## config.mk

```make
export PLATFORM = sky130hd
export DESIGN_NAME = uart_tx_flat
export DESIGN_NICKNAME = d
export VERILOG_FILES = /design/src/rtl/uart_pkg.sv /design/src/rtl/uart_tx_if.sv /design/src/rtl/uart_bit_timer.sv /design/src/rtl/uart_tx.sv /design/src/flat_wrapper.sv
export SDC_FILE = /design/constraint.sdc
export NUM_CORES = 1
export LEC_CHECK = 0
export BUFFER_PORTS_ARGS = -buffer_cell sky130_fd_sc_hd__buf_2
export CORE_MARGIN = 2
export CORE_UTILIZATION = 45
export DETAILED_ROUTE_END_ITERATION = 12
export HOLD_SLACK_MARGIN = 0.05
export SLEW_MARGIN = 15
export SYNTH_ARGS = -nofsm -noshare
export SYNTH_HDL_FRONTEND = slang
export SYNTH_SLANG_ARGS = --single-unit
export TNS_END_PERCENT = 50
```

## constraint.sdc

```tcl
create_clock -name CLK -period 1.7 [get_ports CLK]
set_input_delay 0.085 -clock CLK [delete_from_list [all_inputs] [get_ports CLK]]
set_output_delay 0.085 -clock CLK [all_outputs]
set_load 0.005 [all_outputs]
```

## src/rtl/uart_pkg.sv

```systemverilog
// Shared UART definitions: FSM state encoding, link rate constants and the
// default baud divisor. Used by uart_tx and the future uart_rx.
package uart_pkg;

    localparam int unsigned CLK_HZ               = 50_000_000;
    localparam int unsigned BAUD                 = 115_200;
    localparam int unsigned DEFAULT_CLKS_PER_BIT = CLK_HZ / BAUD;
    localparam int unsigned BYTE_W               = 8;

    typedef enum logic [1:0] {
        IDLE  = 2'd0,
        START = 2'd1,
        DATA  = 2'd2,
        STOP  = 2'd3
    } uart_state_e;

endpackage

```

## src/rtl/uart_tx_if.sv

```systemverilog
// Byte-in / serial-out handshake between the frame builder and uart_tx.
//   TX_DV     : byte-valid strobe (builder -> tx)
//   TX_BYTE   : byte to send      (builder -> tx)
//   TX_READY  : holding register empty (tx -> builder)
//   TX_SERIAL : serial line, idle high (tx -> pin)
//   TX_ACTIVE : frame on the line      (tx -> builder)
//   TX_DONE   : one-cycle end-of-frame pulse (tx -> builder)
interface uart_tx_if;
    import uart_pkg::*;

    logic              TX_DV;
    logic [BYTE_W-1:0] TX_BYTE;
    logic              TX_READY;
    logic              TX_SERIAL;
    logic              TX_ACTIVE;
    logic              TX_DONE;

    modport master (
        output TX_DV,
        output TX_BYTE,
        input  TX_READY,
        input  TX_SERIAL,
        input  TX_ACTIVE,
        input  TX_DONE
    );

    modport slave (
        input  TX_DV,
        input  TX_BYTE,
        output TX_READY,
        output TX_SERIAL,
        output TX_ACTIVE,
        output TX_DONE
    );

endinterface

```

## src/rtl/uart_bit_timer.sv

```systemverilog
// Baud counter. Counts 0..CLKS_PER_BIT-1 and flags the last cycle of each
// bit period with a registered one-cycle bit_end tick.
//   CLK     : system clock
//   RST     : synchronous active-high reset
//   restart : hold the counter at 0 (next bit period starts on release)
//   bit_end : high during the final cycle of a bit period
module uart_bit_timer
    import uart_pkg::*;
#(
    parameter int unsigned CLKS_PER_BIT = DEFAULT_CLKS_PER_BIT
) (
    input  logic CLK,
    input  logic RST,
    input  logic restart,
    output logic bit_end
);

    localparam int unsigned            CNT_W    = $clog2(CLKS_PER_BIT);
    localparam logic [CNT_W-1:0]       CNT_LAST = CNT_W'(CLKS_PER_BIT - 1);
    localparam logic [CNT_W-1:0]       CNT_PRE  = CNT_W'(CLKS_PER_BIT - 2);

    logic [CNT_W-1:0] clk_cnt;

    // bit_end is registered one cycle early so it lines up with clk_cnt == last
    always_ff @(posedge CLK) begin
        if (RST || restart) begin
            clk_cnt <= '0;
            bit_end <= 1'b0;
        end else if (clk_cnt == CNT_LAST) begin
            clk_cnt <= '0;
            bit_end <= 1'b0;
        end else begin
            clk_cnt <= clk_cnt + CNT_W'(1);
            bit_end <= (clk_cnt == CNT_PRE);
        end
    end

endmodule

```

## src/rtl/uart_tx.sv

```systemverilog
// 8N1 / 8N2 serial transmitter with a one-byte holding register so a queued
// byte follows the current frame without an idle gap.
//   CLK, RST : clock and synchronous active-high reset
//   tx       : slave side of uart_tx_if (TX_DV/TX_BYTE in; TX_READY,
//              TX_SERIAL, TX_ACTIVE, TX_DONE out, all registered)
// Outputs are registered from the current FSM state, so the line trails the
// state register by one cycle; TX_DONE and TX_ACTIVE share that alignment.
module uart_tx
    import uart_pkg::*;
#(
    parameter int unsigned CLKS_PER_BIT = DEFAULT_CLKS_PER_BIT,
    parameter int unsigned STOP_BITS    = 1
) (
    input  logic     CLK,
    input  logic     RST,
    uart_tx_if.slave tx
);

    localparam logic [2:0] LAST_BIT  = 3'(BYTE_W - 1);
    localparam logic       LAST_STOP = 1'(STOP_BITS - 1);

    uart_state_e       state_q, state_d;
    logic [BYTE_W-1:0] hold_byte_q, hold_byte_d;
    logic [BYTE_W-1:0] shift_byte_q, shift_byte_d;
    logic              hold_full_q, hold_full_d;
    logic [2:0]        bit_idx_q, bit_idx_d;
    logic              stop_idx_q, stop_idx_d;
    logic              serial_q, serial_d;
    logic              active_q, active_d;
    logic              done_q, done_d;
    logic              ready_q, ready_d;
    logic              accept;
    logic              bit_end;
    logic              timer_restart;

    assign accept       = tx.TX_DV && ready_q;
    assign tx.TX_READY  = ready_q;
    assign tx.TX_SERIAL = serial_q;
    assign tx.TX_ACTIVE = active_q;
    assign tx.TX_DONE   = done_q;

    uart_bit_timer #(
        .CLKS_PER_BIT (CLKS_PER_BIT)
    ) u_bit_timer (
        .CLK     (CLK),
        .RST     (RST),
        .restart (timer_restart),
        .bit_end (bit_end)
    );

    // Next-state, datapath and output decode
    always_comb begin
        state_d       = state_q;
        hold_byte_d   = hold_byte_q;
        hold_full_d   = hold_full_q;
        shift_byte_d  = shift_byte_q;
        bit_idx_d     = bit_idx_q;
        stop_idx_d    = stop_idx_q;
        serial_d      = 1'b1;
        active_d      = 1'b1;
        done_d        = 1'b0;
        timer_restart = 1'b0;

        // ready_q low implies hold_full_q high, so this never collides with a transfer
        if (accept) begin
            hold_full_d = 1'b1;
            hold_byte_d = tx.TX_BYTE;
        end

        case (state_q)
            IDLE: begin
                active_d      = 1'b0;
                timer_restart = 1'b1;
                if (hold_full_q) begin
                    shift_byte_d = hold_byte_q;
                    hold_full_d  = 1'b0;
                    state_d      = START;
                end
            end
            START: begin
                serial_d = 1'b0;
                if (bit_end) begin
                    bit_idx_d = 3'd0;
                    state_d   = DATA;
                end
            end
            DATA: begin
                serial_d = shift_byte_q[bit_idx_q];
                if (bit_end) begin
                    if (bit_idx_q == LAST_BIT) begin
                        stop_idx_d = 1'b0;
                        state_d    = STOP;
                    end else begin
                        bit_idx_d = bit_idx_q + 3'd1;
                    end
                end
            end
            STOP: begin
                if (bit_end) begin
                    if (stop_idx_q == LAST_STOP) begin
                        done_d = 1'b1;
                        // chain straight into the next frame when one is queued
                        if (hold_full_q) begin
                            shift_byte_d = hold_byte_q;
                            hold_full_d  = 1'b0;
                            state_d      = START;
                        end else begin
                            state_d = IDLE;
                        end
                    end else begin
                        stop_idx_d = 1'b1;
                    end
                end
            end
            default: begin
                state_d = IDLE;
            end
        endcase

        ready_d = !hold_full_d;
    end

    // State, datapath and output registers
    always_ff @(posedge CLK) begin
        if (RST) begin
            state_q      <= IDLE;
            hold_byte_q  <= '0;
            hold_full_q  <= 1'b0;
            shift_byte_q <= '0;
            bit_idx_q    <= 3'd0;
            stop_idx_q   <= 1'b0;
            serial_q     <= 1'b1;
            active_q     <= 1'b0;
            done_q       <= 1'b0;
            ready_q      <= 1'b1;
        end else begin
            state_q      <= state_d;
            hold_byte_q  <= hold_byte_d;
            hold_full_q  <= hold_full_d;
            shift_byte_q <= shift_byte_d;
            bit_idx_q    <= bit_idx_d;
            stop_idx_q   <= stop_idx_d;
            serial_q     <= serial_d;
            active_q     <= active_d;
            done_q       <= done_d;
            ready_q      <= ready_d;
        end
    end

endmodule

```

## src/flat_wrapper.sv

```systemverilog
// flat-port wrapper written by rule: the top's interface ports become plain ports
module uart_tx_flat import uart_pkg::*;
#(
    parameter int unsigned CLKS_PER_BIT = DEFAULT_CLKS_PER_BIT,
    parameter int unsigned STOP_BITS    = 1
)
  (CLK, RST, tx_TX_DV, tx_TX_BYTE, tx_TX_READY, tx_TX_SERIAL, tx_TX_ACTIVE, tx_TX_DONE);
  uart_tx_if tx_i ();
  input  logic CLK;
  input  logic RST;
  input wire logic [$bits(tx_i.TX_DV)-1:0] tx_TX_DV;
  input wire logic [$bits(tx_i.TX_BYTE)-1:0] tx_TX_BYTE;
  output wire logic [$bits(tx_i.TX_READY)-1:0] tx_TX_READY;
  output wire logic [$bits(tx_i.TX_SERIAL)-1:0] tx_TX_SERIAL;
  output wire logic [$bits(tx_i.TX_ACTIVE)-1:0] tx_TX_ACTIVE;
  output wire logic [$bits(tx_i.TX_DONE)-1:0] tx_TX_DONE;
  assign tx_i.TX_DV = tx_TX_DV;
  assign tx_i.TX_BYTE = tx_TX_BYTE;
  assign tx_TX_READY = tx_i.TX_READY;
  assign tx_TX_SERIAL = tx_i.TX_SERIAL;
  assign tx_TX_ACTIVE = tx_i.TX_ACTIVE;
  assign tx_TX_DONE = tx_i.TX_DONE;
  uart_tx #(.CLKS_PER_BIT(CLKS_PER_BIT), .STOP_BITS(STOP_BITS)) u_core (.CLK(CLK), .RST(RST), .tx(tx_i));
endmodule
```

==> impl_metrics.tcl <==
set metrics [dict create \
    status "complete, no violations" \
    criticalPathCategory "reg -> reg" \
    cts_buffers 5 \
    power.total_mw 2.18 \
    setup_viol 0 \
    clk_pin_slew_worst_paths_ns 0.10 \
    period_minus_slack_ns 1.60 \
    peakVddDrop_mv 0.603 \
    clk_latency_ns 0.33 \
    overflow 0 \
    drc 0 \
    ys_warn_count 0 \
    synth_seq_cells 36 \
    ys_types 32 \
    synth_top_family_by_area "simple AND/OR/NAND/NOR gates" \
    drive_above_1_share 0.173 \
    htreeDepth 2 \
    syn_avg_cell_area_sq_um 9.37 \
    clockBufferDepth 2 \
    synthArstFlopShare 0 \
    fin_util 0.561 \
    synth_compound_area_frac 0.0914 \
    arrival_ns 1.82 \
    ys.flop_type "dfxtp_1" \
    startpoint "u_core.state_q[0]" \
    nets 218 \
    worst_pin_slew_ns 0.339 \
    yosysSeqAreaShare 0.458 \
    synth_edf_count 0 \
    slew_headroom 0.774 \
    crit_required_ns 1.92 \
    clock-sinks 36 \
    whs_ns 0.273 \
    num_vias 1178 \
    setup_ws_ns 0.104 \
    min_path_cells 4 \
    grt_pass1_wl_microns 5010 \
    end_kind "flip-flop" \
    yosysTopAreaCell "dfxtp_1" \
    ys_top_cells_by_count "dfxtp_1, nor2_1, nand2_1, a21oi_1, ha_1" \
    rows 21 \
    antenna_found_initial 0 \
    synth-xor-area-share 0.0390 \
    synth-simple-area-share 0.189 \
    start_util 0.472 \
    postRouteAntennaNets 0 \
    die_h_microns 63.1 \
    grt_max_degree 21 \
    io_pins 15 \
    leakagePower_nw 0.777 \
    startpoint_type "flip-flop" \
    grt_usage 0.161 \
    crit_fanout 6 \
    die_x_microns 63.1 \
    hold_viol_final 0 \
    max_freq_mhz 626 \
    r2r-end "u_core.state_q[0]" \
    synth.most_common_cell "dfxtp_1" \
    maxCapViolCount 0 \
    netlist_instances 168 \
    worstHoldEndpoint "u_core.hold_byte_q[4]" \
    dr.pass1.iters 4 \
    drv_slew 0 \
    drt_iter0_markers 50 \
    rrSetupSlack_ns 0.10 \
    antenna_cells 0 \
    gp_congestion 0.801 \
    rsz0062_at_grt "false" \
    fin_crit_sh 0.939 \
    synthTopCellsByArea "dfxtp_1, ha_1, mux2i_1" \
    power.density_mw_per_mm2 1160 \
    synthToLayoutAreaGrowth_pct 18.9 \
    hpwl_microns 2010 \
    holdCritStartpoint "tx_TX_DV" \
    rr_startpoint "u_core.state_q[0]" \
    grt_pass1_vias 1152 \
    muxShareOfSynthArea 0.104 \
    ff2ff_path_depth 6 \
    synth_top_area_share 0.458 \
    core_region_area_sq_mm 0.00334 \
    die_area_sq_mm 0.00399 \
    syn_nets 190 \
    drt-total-wl_microns 2800 \
    viasPerCell 4.87 \
    cts_root_buf "clkbuf_4" \
    port_buffers 14 \
    synthAdderAreaFrac 0.0874 \
    place_ws_ns 0.0522 \
    wire_per_inst_microns 11.5 \
    fin_worst_skew_ns 0.00580 \
    tns_ns 0 \
    syn_area_sq_mm 0.00157 \
    tritoncts "built" \
    hold_class "in -> reg" \
]
==> registers in the layout, summed over array words and instances, names as in the netlist, 2 cells and up <==
register,count
u_core.u_bit_timer.clk_cnt,9
u_core.shift_byte_q,8
u_core.bit_idx_q,3
u_core.hold_byte_q,8
u_core.state_q,2
==> worst max-delay path by stage <==
stage	to	slack [ns]
2_1_floorplan	u_core.shift_byte_q[0]	0.21
3_3_place_gp	u_core.shift_byte_q[3]	0.09
3_5_place_dp	u_core.state_q[0]	0.05
4_1_cts	u_core.state_q[0]	0.03
5_1_grt	u_core.state_q[0]	0.007
6_report	u_core.state_q[0]	0.10
==> metal layers <==
layer,up-vias,track usage,part of all wire
met5,-,0,0
met4,0,0.0583,0.0054
met3,2,0.0482,0.032
met2,18,0.253,0.46
met1,536,0.209,0.50
li1,622,-,-
==> layout by cell type, fill, tap and decap left out, types with 2 or more instances in the layout <==
cell type      synthesis  layout
buf_2                  0      14
buf_4                  1       3
clkbuf_4               0       5
mux2i_1               10      10
mux4_1                 2       2
nand2_1               24      24
inv_1                  7       7
o2111ai_1              2       2
xnor2_1                3       3
xor2_1                 4       4
dfxtp_2                0       2
dfxtp_1               36      34
ha_1                  11       9
and2_1                 2       2
o21ai_1                2       2
ha_2                   0       2
nand2b_1               3       3
nand3_1                3       3
dlygate4sd3_1          0       9
nor2_1                25      25
clkbuf_8               0       2
a21oi_1               12      12
==> cell families after synthesis <==
group / count (synthesis)
AND/OR/NAND/NOR: 66
multiplexers: 13
AO/OA/AOI/OAI: 23
XOR/XNOR: 7
adder cells (fa/ha/maj): 11
buffers and inverters: 12
flip-flops: 36
==> area by class of cell <==
class	count	area (sq um)
inverter	7	26.3
multi-input combinational	120	817
fill	311	1470
tap	46	57.6
clock buffer	7	65.1
timing repair buffer	26	183
sequential	36	723
==> stage by stage <==
step | std cells | area (sq um)
4_1_cts | 242 | 1860
6_report | 242 | 1870
3_5_place_dp | 226 | 1700
2_1_floorplan | 168 | 1570
5_1_grt | 242 | 1870
3_3_place_gp | 226 | 1700
==> worst max-delay path, cell delays in order, from the launching register on <==
cell	delay, ns
dfxtp_2	0.36
inv_1	0.11
ha_2	0.23
nor3_2	0.19
o221a_2	0.24
o21ai_1	0.07
a221oi_1	0.29
==> power breakdown <==
group          switching, mW  leakage, nW  total (mW)  internal, mW
registers             0.0851        0.293        1.04         0.950
logic                  0.343        0.446       0.654         0.311
clock network          0.253       0.0374       0.488         0.234
==> timing repair <==
action / in CTS / in global routing
hold endpoints to repair: 12 / 0
setup endpoints to repair: 0 / 11
gates resized for setup: 0 / 6
buffers inserted: 0 / 0
hold buffers: 9 / 0
(Power assumes the default switching activity.)
